### src/rtl/llac_i2s_tx.sv
// llac_i2s_tx: I2S master transmitter, Philips format, MSB first, one-pair holding buffer
// Ports:
//   clk_100mhz, resetn           - sole clock, asynchronous active-low reset
//   enable                       - run the serializer; low forces the idle state
//   audio_left_in/right_in/valid - parallel stereo pair input
//   audio_ready_out              - holding register empty
//   i2s_bclk/lrclk/sdata         - serial bus to the DAC (lrclk 0 = left)
//   frame_start/underflow        - one-cycle pulses on frame load (underflow when nothing was held)
module llac_i2s_tx #(
    parameter int AUDIO_WIDTH   = 24,
    parameter int SLOT_WIDTH    = 32,
    parameter int BCLK_HALF_DIV = 16
) (
    input  logic                   clk_100mhz,
    input  logic                   resetn,
    input  logic                   enable,
    input  logic [AUDIO_WIDTH-1:0] audio_left_in,
    input  logic [AUDIO_WIDTH-1:0] audio_right_in,
    input  logic                   audio_valid_in,
    output logic                   audio_ready_out,
    output logic                   i2s_bclk,
    output logic                   i2s_lrclk,
    output logic                   i2s_sdata,
    output logic                   frame_start,
    output logic                   underflow
);
    localparam int BW = $clog2(2 * SLOT_WIDTH);
    localparam int DW = BCLK_HALF_DIV > 1 ? $clog2(BCLK_HALF_DIV) : 1;
    localparam logic [DW-1:0] DIV_TC   = DW'(BCLK_HALF_DIV - 1);
    localparam logic [BW-1:0] BIT_LAST = BW'(2 * SLOT_WIDTH - 1);
    localparam logic [BW-1:0] SLOT     = BW'(SLOT_WIDTH);
    localparam logic [BW-1:0] L_LAST   = BW'(AUDIO_WIDTH);
    localparam logic [BW-1:0] R_FIRST  = BW'(SLOT_WIDTH + 1);
    localparam logic [BW-1:0] R_LAST   = BW'(SLOT_WIDTH + AUDIO_WIDTH);

    logic [DW-1:0]          r_div_cnt;
    logic [BW-1:0]          r_bit_cnt;
    logic [AUDIO_WIDTH-1:0] r_hold_l, r_hold_r, r_frm_l, r_frm_r;
    logic [BW-1:0]          w_bit_nxt;
    logic                   w_fall, w_load, w_accept, w_in_l, w_in_r;

    always_comb begin
        w_bit_nxt = (r_bit_cnt == BIT_LAST) ? '0 : r_bit_cnt + 1'b1;
        w_fall    = enable && r_div_cnt == DIV_TC && i2s_bclk;
        w_load    = w_fall && w_bit_nxt == '0;
        w_accept  = audio_valid_in && audio_ready_out;
        w_in_l    = w_bit_nxt != '0 && w_bit_nxt <= L_LAST;
        w_in_r    = w_bit_nxt >= R_FIRST && w_bit_nxt <= R_LAST;
    end

    // Frame registers are shifted MSB-out so each slot bit is just the top bit.
    always_ff @(posedge clk_100mhz or negedge resetn) begin
        if (!resetn) begin
            r_div_cnt       <= '0;
            r_bit_cnt       <= BIT_LAST;
            r_hold_l        <= '0;
            r_hold_r        <= '0;
            r_frm_l         <= '0;
            r_frm_r         <= '0;
            audio_ready_out <= 1'b1;
            i2s_bclk        <= 1'b0;
            i2s_lrclk       <= 1'b1;
            i2s_sdata       <= 1'b0;
            frame_start     <= 1'b0;
            underflow       <= 1'b0;
        end else begin
            frame_start <= 1'b0;
            underflow   <= 1'b0;
            // An accept coinciding with an empty-buffer load lands in the buffer, not the frame.
            if (w_accept) begin
                r_hold_l        <= audio_left_in;
                r_hold_r        <= audio_right_in;
                audio_ready_out <= 1'b0;
            end else if (w_load) begin
                audio_ready_out <= 1'b1;
            end
            if (!enable) begin
                r_div_cnt <= '0;
                r_bit_cnt <= BIT_LAST;
                i2s_bclk  <= 1'b0;
                i2s_lrclk <= 1'b1;
                i2s_sdata <= 1'b0;
            end else if (r_div_cnt != DIV_TC) begin
                r_div_cnt <= r_div_cnt + 1'b1;
            end else begin
                r_div_cnt <= '0;
                i2s_bclk  <= ~i2s_bclk;
                if (w_fall) begin
                    r_bit_cnt <= w_bit_nxt;
                    i2s_lrclk <= w_bit_nxt >= SLOT;
                    i2s_sdata <= 1'b0;
                    if (w_load) begin
                        r_frm_l     <= audio_ready_out ? '0 : r_hold_l;
                        r_frm_r     <= audio_ready_out ? '0 : r_hold_r;
                        frame_start <= 1'b1;
                        underflow   <= audio_ready_out;
                    end else if (w_in_l) begin
                        i2s_sdata <= r_frm_l[AUDIO_WIDTH-1];
                        r_frm_l   <= r_frm_l << 1;
                    end else if (w_in_r) begin
                        i2s_sdata <= r_frm_r[AUDIO_WIDTH-1];
                        r_frm_r   <= r_frm_r << 1;
                    end
                end
            end
        end
    end
endmodule
### config.mk
export PLATFORM = sky130hd
export DESIGN_NAME = llac_i2s_tx
export DESIGN_NICKNAME = d
export VERILOG_FILES = /design/src/rtl/llac_i2s_tx.sv
export SDC_FILE = /design/constraint.sdc
export NUM_CORES = 1
export LEC_CHECK = 0
export CORE_ASPECT_RATIO = 1.25
export CORE_MARGIN = 8
export CORE_UTILIZATION = 30
export CTS_BUF_LIST = sky130_fd_sc_hd__clkbuf_16
export DETAILED_ROUTE_END_ITERATION = 10
export GPL_TIMING_DRIVEN = 0
export PLACE_DENSITY = 0.54
export SLEW_MARGIN = 20
export SYNTH_ARGS = -nofsm -noshare
export SYNTH_HDL_FRONTEND = slang
export SYNTH_SLANG_ARGS = --single-unit
export TNS_END_PERCENT = 10
### constraint.sdc
create_clock -name clk_100mhz -period 4.8 [get_ports clk_100mhz]
set_input_delay 0.72 -clock clk_100mhz [delete_from_list [all_inputs] [get_ports clk_100mhz]]
set_output_delay 0.72 -clock clk_100mhz [all_outputs]
set_load 0.01 [all_outputs]
* Yosys cells after proc, flatten, opt, wreduce, memory -nomap -nowiden
Cells that the tools add are included.
Operators by class: $lt $le $gt $ge 4, multiplexer cells 34, bitwise logic cells 2, reductions and logical operators 14, equal/unequal tests 6, $add $sub $neg 2
Operators with widths (number):
- $mux 24 | 7
- $mux 6 | 4
- $mux 1 | 21
- $ge 6x6->1 const B | 2
- $mux 4 | 2
- $add 6x1->6 const B | 1
- $eq 6x6->1 const B | 1
- $le 6x5->1 const B | 1
- $le 6x6->1 const B | 1
- $logic_and 1x1->1 | 6
- $logic_not 6->1 | 1
- $reduce_bool 2->1 | 3
- $reduce_bool 6->1 | 1
- $reduce_and 5->1 | 1
- $add 4x1->4 const B | 1
- $eq 4x4->1 const B | 1
- $ne 2x2->1 const B | 2
- $ne 4x4->1 const B | 1
- $reduce_and 4->1 | 1
- $ne 2x1->1 const B | 1
- $not 1->1 | 2
- $reduce_and 2->1 | 1
Word-level totals: logic and storage cells 74, output and inout bits 6, flip-flop bits (word level) 112, bits of input ports 52

* Longest topological paths before layout
Gate-level depths: netlist of run 1.
word-level depth 10, depth in mapped cells 10, gate-level depth less buffers 7

* Least setup slack after synthesis of run 1
No wires, ideal clock.
kind register -> register, start point register r_bit_cnt[0], end point register r_frm_r[4], arrival time 2224 ps, buffers on the path 3, slack 2433 ps, setup time 143 ps, clock period less this slack 2367 ps, cell stages (with the launch flop) 11, data required time 4657 ps, cells stage by stage dfstp_2 > ha_1 > buf_4 > nand2_1 > nor2_1 > nor4_4 > or3_4 > buf_6 > buf_4 > o22ai_1 > a2bb2oi_2
On the way: word-level cells in the longest chain between the ends 6, elaborated cells between the ends (all ways) 15, classes of those cells add/sub (1); order compare (3); eq/ne (2); mux (2); reduce/logical (7)
Ends and longest elaborated chain:
- start: declaration | line 37 | logic [BW-1:0] r_bit_cnt;
- start signal: assignment | line 89 | r_bit_cnt <= w_bit_nxt;
- $add 6x1->6 / $eq 6x6->1 (equally long branches) | line 43 | w_bit_nxt = (r_bit_cnt == BIT_LAST) ? '0 : r_bit_cnt + 1'b1;
- $mux 6 * | line 43
- $le 6x5->1 (tied with other cells) | line 47 | w_in_l = w_bit_nxt != '0 && w_bit_nxt <= L_LAST;
- $logic_and 1x1->1, on equally long branches | line 47, 45, 48
- $ne 2x2->1 (no source line) / $reduce_bool 2->1 (equally long branches)
- $reduce_and 5->1 (no source line)
- end signal: assignment | line 94 | r_frm_r <= audio_ready_out ? '0 : r_hold_r;
- end signal: assignment | line 102 | r_frm_r <= r_frm_r << 1;
- end: declaration | line 38 | logic [AUDIO_WIDTH-1:0] r_hold_l, r_hold_r, r_frm_l, r_frm_r;
Every way passes the cells marked *; elsewhere a longest branch is shown, timed or not. A chain may end at the register's enable or synchronous reset.

* Worst setup path in the final report of run 1
start point register r_bit_cnt[0], end point register r_frm_r[7]
The elaborated chain is that of the path after synthesis.

==> summary.md, run 1 <==
| Metric | Value |
|---|---|
| Worst Clk Skew | `8.337 ps` |
| Vias per cell | `between 4 and 5` |
| Combinational fraction of design power | `slightly above 7%` |
| Status | `finished clean` |
| Syn avg cell area | `approximately 12 um2` |
| Static leakage | `2.801 nW` |
| Largest net degree at the start of global routing | `68` |
| YS warnings | `0` |
| Crit path DAT | `about 2900 ps` |
| Hold Buf Count CTS | `0` |
| Fmax | `around 0.38 GHz` |
| Final Max Slew Viols | `0` |
| Total grt overflow | `0` |
| Synth cell types | `48` |
| GRT Total Usage | `a little over a tenth` |
| Most frequent cells in the layout | `104 x dfrtp_1, 56 x clkdlybuf4s50_1, 48 x mux2_2, 28 x nand3_1, 28 x nor2_1` |
| Ys async rst share | `between 90% and 100%` |
| Multi-input logic area | `roughly 0.0022 mm2` |
| Mapped cell area | `approximately 0.0052 mm2` |
| Met3 wire len | `333 um` |
| Max-Cap Viols | `0` |
| DPL Wire Length | `slightly above 8000 um` |
| Worst min path class | `in2async` |
| Worst skew pair latency | `350 ps` |
| Final Critical Period | `2645 ps` |
| RSZ-0062 raised after global routing | `false` |
| Tcrit/Tclk final | `between 50 and 60%` |
| Crit-path cells | `ha_1 > buf_4 > nand2_1 > nor2_1 > nor4_4 > or3_4 > buf_6 > buf_4 > o22ai_1 > a2bb2oi_2` |
| N_diodes | `0` |
| Fillers | `~1800` |
| Initial antenna violation count | `0` |
| Starting Density | `a little under a third` |
| Maximum VDD drop | `between 0.15 and 0.2 mV` |
| Clock power share | `37.4%` |
| R2R cell count | `10` |
| Area Overhead vs Synth | `21.57%` |
| Post-CTS Resized | `0` |
| FF/Latch Area | `0.002813 mm2` |
| Post-synth EDFFs | `0` |
| FF+latch count, synth | `approximately 110` |
| Crit end category | `flip-flop` |
| Clk root buf | `clkbuf_16` |
| Vias | `around 3600` |
| Clk pin slew, worst setup/hold paths | `70 ps` |
| Number of setup violations in the final report | `0` |
| CP max stage cell | `dfstp_2` |
| Wire per inst | `about 15 um` |
| TritonCTS clock tree | `built` |
| Port Buf Inserts | `57` |
| Slew @ Worst Pin | `approximately 700 ps` |
| Max stage delay on crit path | `a little over 600 ps` |
| I/O Pins | `a little under 60` |
| Highest Signal Layer | `met4` |
| Final core utilization | `36.89%` |
| Critical Path Most Common Cell | `buf_4` |
| Non-Filler Instances | `741` |
| Worst path required time | `5010 ps` |
| Worst slew margin | `53.37%` |
| Row count | `54` |
| DIE AREA | `~0.022 mm2` |
| Max Root-Sink Buffers | `2` |
| Die height | `163.9 um` |
| Setup Fix Bufs, Post-CTS | `0` |
| ANT nets after route | `0` |
| # clock sinks | `between 100 and 150` |
| Share of the yosys chip area belonging to registers | `53.59%` |
| Synth Flop Type | `dfrtp_1` |
| Cells after DPL | `roughly 730` |
| Cells after Synth | `around 450` |
| Reg2reg start | `r_bit_cnt[0]` |
| Pre-antenna DRT Iters | `4` |
| RePlAce Congestion | `roughly 0.82` |
| Sequential share of power | `between 50% and 60%` |
| Power per cell area | `~280 mW/mm2` |
| Critical Path Fanout Max | `10` |
| 1st-iter DRT viols | `roughly 210` |
| Kind of critical path | `reg2reg` |
| Net count after synthesis | `around 500` |
| Most common cell after layout, fill and taps aside | `dfrtp_1` |
| Sw frac | `roughly 22%` |
| Total Power | `0.001803 W` |
| Drt total wl | `between 10000 and 15000 um` |
| Core area | `about 0.017 mm2` |
| Metal2 WL | `roughly 5600 um` |
| Die X | `approximately 130 um` |
| H-tree levels | `3` |
| Vias in the first global route | `just under 4000` |
| Num CTS Buffers | `9` |
| Flop2flop setup slack | `roughly 2200 ps` |
| Share of cells above drive strength 1 | `between 20% and 30%` |
| Minimum hold slack | `about 300 ps` |
| Reg2reg end | `r_frm_r[7]` |
| Met1 Wirelength | `5335 um` |
| Nets | `570` |
| DRC | `0` |
| Int Power | `~0.0014 W` |
| Final hold violation count | `0` |
| Worst setup SP type | `flip-flop` |
| First-pass GRT wire length | `approximately 19000 um` |
| Psw | `around 0.0004 W` |
==> cells by family (layout without fill, tap and decap cells) <==
family | count (synthesis) | in the layout | synth area share (%)
flip-flops | 112 | 112 | 53.59
buffers and inverters | 43 | 115 | 4.434
AND/OR/NAND/NOR | 116 | 116 | 12.23
multiplexers | 48 | 48 | 10.30
AO/OA/AOI/OAI | 118 | 118 | 17.83
adder cells (fa/ha/maj) | 4 | 4 | 0.9536
XOR/XNOR | 4 | 4 | 0.6676
==> per-layer routing <==
metal  GRT usage [%]  vias up
li1                -     1750
met1           13.34     1793
met2           18.01       59
met3           2.632       13
met4           3.836        0
met5               0        -
==> per-stage QoR <==
stage	worst slack, ps	cell area, um2	TNS, ps
2_1_floorplan	2433	5249	0
3_3_place_gp	-1304	6100	-134860
3_5_place_dp	1830	6128	0
4_1_cts	2149	6381	0
5_1_grt	1985	6381	0
6_report	2155	6381	0
==> power groups by stage <==
stage                     clock network [W]  logic [W]  registers, W
final                              0.000675   0.000127       0.00100
after global routing               0.000741   0.000141       0.00101
after CTS                          0.000704   0.000131       0.00100
after detailed placement                  0   0.000130       0.00102
after global placement                    0   0.000125       0.00102
after floorplan                           0  0.0000587       0.00101
==> worst max path at each step <==
| stage | startpoint | endpoint | slack [ps] |
|---|---|---|---|
| 3_3_place_gp | resetn | r_hold_l[4] | -1300 |
| 6_report | r_bit_cnt[0] | r_frm_r[7] | 2150 |
| 2_1_floorplan | r_bit_cnt[0] | r_frm_r[4] | 2430 |
| 3_5_place_dp | audio_valid_in | r_hold_r[11] | 1830 |
| 4_1_cts | r_bit_cnt[0] | r_frm_l[15] | 2150 |
| 5_1_grt | r_bit_cnt[0] | r_frm_l[17] | 1980 |
==> Yosys cell counts, drive strengths merged, types with 6 or more instances <==
cell type,n,area (um2)
inv,6,22.52
a2bb2oi,23,326.6
nand2,14,57.55
dfrtp,104,2603
o22ai,23,150.1
dfstp,8,210.2
mux2,48,540.5
a31oi,24,150.1
o21ai,33,165.2
clkbuf,17,63.81
nor2b,25,156.4
buf,19,142.6
nand3,29,150.1
nor2,29,116.4
==> state kept, by name (all words and copies together) (netlist names) <==
signal / cells
audio_ready_out: 1
frame_start: 1
i2s_bclk: 1
i2s_lrclk: 1
i2s_sdata: 1
r_bit_cnt: 6
r_div_cnt: 4
r_frm_l: 24
r_frm_r: 24
r_hold_l: 24
r_hold_r: 24
underflow: 1
==> layout make-up <==
| type | instances | share of cell area [%] |
|---|---|---|
| flip-flops and latches | 112 | 44.08 |
| multi-input cells | 290 | 34.53 |
| repair buffers | 58 | 9.392 |
| well taps | 224 | 4.392 |
| clock buffers | 9 | 3.529 |
| plain buffers | 36 | 3.235 |
| clock inverters | 5 | 0.4314 |
| inverters | 7 | 0.4118 |
==> worst max-delay path: cells and delay by family, from the launching register on <==
family	cells	cell delay [ps]
simple gates	4	880
fa+ha+maj	1	240
buf+inv	3	520
flops	1	620
compound gates	2	250
Note: power is estimated with default switching activity, not from simulation.
==> run 2: changes to the inputs <==
--- a/config.mk
+++ b/config.mk
@@ -11,7 +11,7 @@
 export CTS_BUF_LIST = sky130_fd_sc_hd__clkbuf_16
 export DETAILED_ROUTE_END_ITERATION = 10
 export GPL_TIMING_DRIVEN = 0
-export PLACE_DENSITY = 0.54
+export PLACE_DENSITY = 0.56
 export SLEW_MARGIN = 20
 export SYNTH_ARGS = -nofsm -noshare
 export SYNTH_HDL_FRONTEND = slang
==> constraint.sdc (replaced) <==
create_clock -name clk_100mhz -period 2.1 [get_ports clk_100mhz]
set_input_delay 0.315 -clock clk_100mhz [delete_from_list [all_inputs] [get_ports clk_100mhz]]
set_output_delay 0.315 -clock clk_100mhz [all_outputs]
set_load 0.01 [all_outputs]
==> run 2 against run 1 <==
  * The flow now finishes with violations (negative setup slack)
  * Maximum frequency rose by 15%
  * Largest cell class unchanged
  * Clock power rose to 2.8 times the previous value
  * Total power rose by 150%
  * Routed wire length rose by 8.3%
==> summary.md, run 2 (synthesis gave the netlist of run 1 again) <==
| Metric | Value |
|---|---|
| I/O Pins | `58` |
| TritonCTS clock tree | `built` |
| Status | `complete, but fails checks` |
| ANT nets after route | `0` |
| Crit end category | `flip-flop` |
| RSZ-0062 raised after global routing | `true` |
| Minimum hold slack | `451.5 ps` |
| Die X | `between 100 and 150 um` |
| Total grt overflow | `0` |
| Worst path required time | `~2300 ps` |
| Area Overhead vs Synth | `35.30%` |
| Final Critical Period | `between 2000 and 2500 ps` |
| DIE AREA | `~0.022 mm2` |
| Num CTS Buffers | `9` |
| GRT Total Usage | `about 12%` |
| Kind of critical path | `reg2reg` |
| First-pass GRT wire length | `20850 um` |
| Clk pin slew, worst setup/hold paths | `around 70 ps` |
| Final core utilization | `about 41%` |
| Tcrit/Tclk final | `109.1%` |
| Most common cell after layout, fill and taps aside | `dfrtp_1` |
| Pre-antenna DRT Iters | `4` |
| Power per cell area | `629.0 mW/mm2` |
| Final hold violation count | `0` |
| Fin worst setup slack | `-191.4 ps` |
| Setup_tns | `-6696 ps` |
| RePlAce Congestion | `between 0.7 and 0.8` |
| Crit path DAT | `roughly 2500 ps` |
| Port Buf Inserts | `57` |
| Static leakage | `~3.1 nW` |
| Final Max Slew Viols | `0` |
| Max Root-Sink Buffers | `2` |
| Initial antenna violation count | `0` |
| H-tree levels | `3` |
| Core area | `between 0.015 and 0.02 mm2` |
| Nets | `595` |
| Maximum VDD drop | `0.4331 mV` |
| Number of setup violations in the final report | `48` |
| N_diodes | `0` |
| # clock sinks | `112` |
| Worst Clk Skew | `between 5 and 6 ps` |
| Vias per cell | `around 4.9` |
| Flop2flop setup slack | `-190 ps` |
| 1st-iter DRT viols | `approximately 180` |
| Slew @ Worst Pin | `roughly 720 ps` |
| Worst setup SP type | `flip-flop` |
| Share of cells above drive strength 1 | `between 30% and 40%` |
| DRC | `0` |
| Max-Cap Viols | `0` |
| Critical Path Fanout Max | `10` |
| Vias in the first global route | `around 4100` |
| Wire per inst | `between 15 and 20 um` |
| Worst slew margin | `52.00%` |
| Final non-filler cell area | `between 0.007 and 0.008 mm2` |
| Worst min path class | `in2async` |
| Vias | `3757` |
| Most frequent cells in the layout | `104 x dfrtp_1, 56 x clkdlybuf4s50_1, 48 x mux2_2, 26 x nor2_1, 25 x nor2b_1` |
| DPL Wire Length | `8426 um` |
| Fmax | `around 0.44 GHz` |
| Failing checks | `negative setup slack` |
| Worst skew pair latency | `340 ps` |
| Drt total wl | `12390 um` |
| Starting Density | `a little under a third` |
| Placed inst area | `approximately 0.0063 mm2` |
| Die height | `about 160 um` |
| Clk root buf | `clkbuf_16` |
| Row count | `54` |
| Pre-CTS setup slack | `-466.6 ps` |
| Largest net degree at the start of global routing | `69` |
==> run 2: cell count changes in the layout (fill, tap and decap cells not counted), moves of 4 or more <==
cell / change
buf_2: -4
buf_4: +15
buf_6: +9
clkbuf_1: -5
nand3_1: -4
o21ai_0: -14
o21ai_1: +8
o21ai_2: +6
o22ai_1: -21
o22ai_2: +18
==> run 2: path summary, 6_finish.rpt <==
kind,start,to,depth (start not counted)
worst max-delay path,r_bit_cnt[0],i2s_sdata,10
worst min-delay path,resetn,r_hold_l[8],2
worst max register to register,r_bit_cnt[0],i2s_sdata,10
worst min register to register,r_div_cnt[0],r_div_cnt[0],1
max in group asynchronous,resetn,audio_ready_out,3
min in group clk_100mhz,r_div_cnt[0],r_div_cnt[0],1
==> run 2: timing repair <==
item / in CTS / in global routing
endpoints found under the setup margin: 71 / 51
hold buffers: 1 / 0
pin swaps: 25 / 7
endpoints found under the hold margin: 37 / 0
gates resized for setup: 64 / 19
setup buffers: 21 / 0
gates cloned: 3 / 0
==> run 2: critical path, cell delays in order (launching register included) <==
cell,delay [ps]
dfstp_2,600
ha_4,170
buf_8,130
a21oi_2,40
o21ai_2,150
o31ai_4,110
or3_4,440
buf_8,160
buf_12,140
a31oi_4,130
o31ai_2,80
==> run 2: routing by layer <==
metal | vias to the layer above | wire length [um] | GRT usage (%) | share of wire, %
met5 | - | 0 | 0 | 0
met4 | 0 | 172 | 3.785 | 1.4
met3 | 10 | 280 | 2.020 | 2.3
met2 | 50 | 6191 | 19.54 | 50
met1 | 1895 | 5744 | 14.82 | 46
li1 | 1802 | - | - | -
==> run 2: metrics by stage <==
stage	total power, W	cells
global route	0.004636	768
CTS	0.004504	768
global placement	0.002635	726
finish	0.004467	768
detailed placement	0.002651	727
floorplan	0.002463	445
==> run 2: layout make-up <==
class	count	area, um2
tap	224	280.3
inverter	7	26.28
buffer	36	307.8
clock buffer	9	225.2
sequential	112	2813
multi-input combinational	290	2526
fill	1682	10190
timing repair buffer	83	829.5
clock inverter	7	93.84
==> run 2: power breakdown <==
group | total, W | internal [W] | switching, W
clock | 0.00186 | 0.00105 | 0.000808
combinational | 0.000323 | 0.000203 | 0.000120
sequential | 0.00229 | 0.00224 | 0.0000485
total | 0.00447 | 0.00349 | 0.000977
==> run 3: changes to the inputs <==
--- a/config.mk
+++ b/config.mk
@@ -10,8 +10,10 @@
 export CORE_UTILIZATION = 30
 export CTS_BUF_LIST = sky130_fd_sc_hd__clkbuf_16
 export DETAILED_ROUTE_END_ITERATION = 10
+export DONT_BUFFER_PORTS = 1
 export GPL_TIMING_DRIVEN = 0
-export PLACE_DENSITY = 0.56
+export PLACE_DENSITY = 0.51
+export RECOVER_POWER = 50
 export SLEW_MARGIN = 20
 export SYNTH_ARGS = -nofsm -noshare
 export SYNTH_HDL_FRONTEND = slang
==> run 3 against run 2 <==
  * The run ends with negative hold slack, negative setup slack left
  * Via count decreased by 3.0%
  * Core utilization decreased by 2.9 points
  * Clock power decreased by 8%
  * Hold slack got worse by 790 ps
  * Largest power group unchanged
==> summary.md, run 3 (synthesis gave the netlist of run 1 again) <==
| Metric | Value |
|---|---|
| First-pass GRT wire length | `between 20000 and 25000 um` |
| Vias per cell | `between 5 and 6` |
| FF/Latch Area | `between 0.002 and 0.003 mm2` |
| Combinational fraction of design power | `~4.2%` |
| Worst setup SP type | `flip-flop` |
| Number of setup violations in the final report | `a little under 50` |
| Worst Clk Skew | `between 7 and 8 ps` |
| Wire per inst | `17.57 um` |
| DPL Wire Length | `between 8000 and 9000 um` |
| Num CTS Buffers | `9` |
| Fmax | `~0.43 GHz` |
| Final non-filler cell area | `0.006609 mm2` |
| Final hold violation count | `between 100 and 150` |
| DIE AREA | `around 0.022 mm2` |
| Clk root buf | `clkbuf_16` |
| DRC | `0` |
| RePlAce Congestion | `0.7751` |
| # clock sinks | `112` |
| Row count | `54` |
| Status | `complete, but fails checks` |
| Die height | `163.9 um` |
| Fillers | `around 1700` |
| Total Power | `between 0.004 and 0.005 W` |
| ANT nets after route | `0` |
| Vias in the first global route | `~3900` |
| TritonCTS clock tree | `built` |
| Power per cell area | `between 600 and 700 mW/mm2` |
| Initial antenna violation count | `0` |
| 1st-iter DRT viols | `146` |
| Die X | `around 130 um` |
| Maximum VDD drop | `roughly 0.54 mV` |
| Worst min path class | `in2async` |
| Crit path DAT | `between 2000 and 3000 ps` |
| Worst path required time | `about 2400 ps` |
| Slew @ Worst Pin | `~630 ps` |
| RSZ-0062 raised after global routing | `true` |
| Final Critical Period | `roughly 2300 ps` |
| CP max stage cell | `dfstp_2` |
| Most common cell after layout, fill and taps aside | `dfrtp_1` |
| H-tree levels | `3` |
| Pre-CTS setup slack | `-441.4 ps` |
| Port Buf Inserts | `0` |
| Crit end category | `flip-flop` |
| Drt total wl | `between 10000 and 15000 um` |
| Failing checks | `negative hold slack, negative setup slack` |
| Max stage delay on crit path | `about 610 ps` |
| Critical Path Most Common Cell | `buf_6` |
| Int Power | `0.003272 W` |
| Clk pin slew, worst setup/hold paths | `approximately 80 ps` |
| Critical Path Fanout Max | `5` |
| Placed inst area | `between 0.005 and 0.006 mm2` |
| Sw frac | `roughly 22%` |
| Crit-path cells | `buf_6 > nand2_8 > buf_6 > o31ai_4 > o311ai_4 > buf_6 > a21oi_4 > buf_12 > clkbuf_16 > a2bb2oi_2` |
| Static leakage | `a little under 3 nW` |
| Max-Cap Viols | `0` |
| Pre-antenna DRT Iters | `4` |
| Sequential share of power | `approximately 55%` |
| Psw | `about 0.0009 W` |
| Vias | `between 3000 and 4000` |
| Total grt overflow | `0` |
| Largest net degree at the start of global routing | `113` |
| Minimum hold slack | `-337.9 ps` |
| Share of cells above drive strength 1 | `between 40% and 50%` |
| Worst skew pair latency | `roughly 340 ps` |
| Final Max Slew Viols | `0` |
| N_diodes | `0` |
| Starting Density | `roughly 30%` |
| Clock power share | `40.9%` |
| Nets | `540` |
| Multi-input logic area | `roughly 0.0026 mm2` |
| Fin worst setup slack | `-212.2 ps` |
| I/O Pins | `58` |
| Tcrit/Tclk final | `110.1%` |
| Core area | `0.01730 mm2` |
| GRT Total Usage | `between 10% and 20%` |
| Max Root-Sink Buffers | `2` |
| Area Overhead vs Synth | `25.91%` |
| Worst slew margin | `57.87%` |
| Most frequent cells in the layout | `104 x dfrtp_1, 48 x mux2_2, 26 x nor2_1, 25 x nor2b_1, 23 x a2bb2oi_2` |
| Kind of critical path | `reg2reg` |
run 3: layer usage:
layer	track usage (%)	wire [um]	vias up
met1	14.53	5647	1883
met4	4.194	172	0
met3	2.417	466	11
met5	0	0	-
met2	18.65	6244	52
li1	-	-	1697
run 3: final timing paths:
check | startpoint | end | slack (ps) | cells after the start
setup / recovery | r_bit_cnt[0] | r_frm_r[4] | -210 | 10
hold / removal | resetn | r_hold_l[12] | -340 | 0
setup reg to reg | r_bit_cnt[0] | r_frm_r[4] | -210 | 10
hold reg to reg | r_div_cnt[0] | r_div_cnt[0] | 480 | 1
max in group asynchronous | resetn | r_bit_cnt[1] | 2180 | 0
min in group clk_100mhz | audio_valid_in | audio_ready_out | 30 | 1
run 3: critical path, delay by kind of cell, from the launching register on:
kind / cells / cell delay, ps
compound gates: 4 / 860
buf+inv: 5 / 710
flops: 1 / 610
simple gates: 1 / 50
run 3: power groups by stage:
| stage | registers, W | logic, W | clock network (W) |
|---|---|---|---|
| 2_1_floorplan | 0.00231 | 0.000152 | 0 |
| 3_3_place_gp | 0.00233 | 0.000164 | 0 |
| 3_5_place_dp | 0.00233 | 0.000169 | 0 |
| 4_1_cts | 0.00229 | 0.000175 | 0.00176 |
| 5_1_grt | 0.00230 | 0.000192 | 0.00183 |
| 6_report | 0.00229 | 0.000175 | 0.00171 |
run 3: timing repair:
| action | CTS | global route |
|---|---|---|
| endpoints found under the setup margin | 71 | 51 |
| endpoints found under the hold margin | 112 | 112 |
| gates cloned | 3 | 2 |
| pin swaps | 26 | 24 |
| resized for setup | 43 | 57 |
| setup buffers | 18 | 5 |
run 3: area by class of cell:
type                       count  area share, %
multi-input combinational    290          39.00
tap                          224          4.241
clock buffer                   9          3.408
sequential                   112          42.56
timing repair buffer          28          4.714
buffer                        36          4.733
clock inverter                 7         0.9466
inverter                       7         0.3976
run 3: through the flow:
step / hold WS, ps / setup TNS (ps) / cells / util [%]
global route: -356.4 / -10900 / 713 / 38.21
detailed placement: 22.33 / -20480 / 669 / 32.97
floorplan: 19.41 / -2895 / 445 / -
finish: -337.9 / -7290 / 713 / 38.21
CTS: -350.9 / -7341 / 706 / 36.73
global placement: 22.60 / -19080 / 669 / 32.97
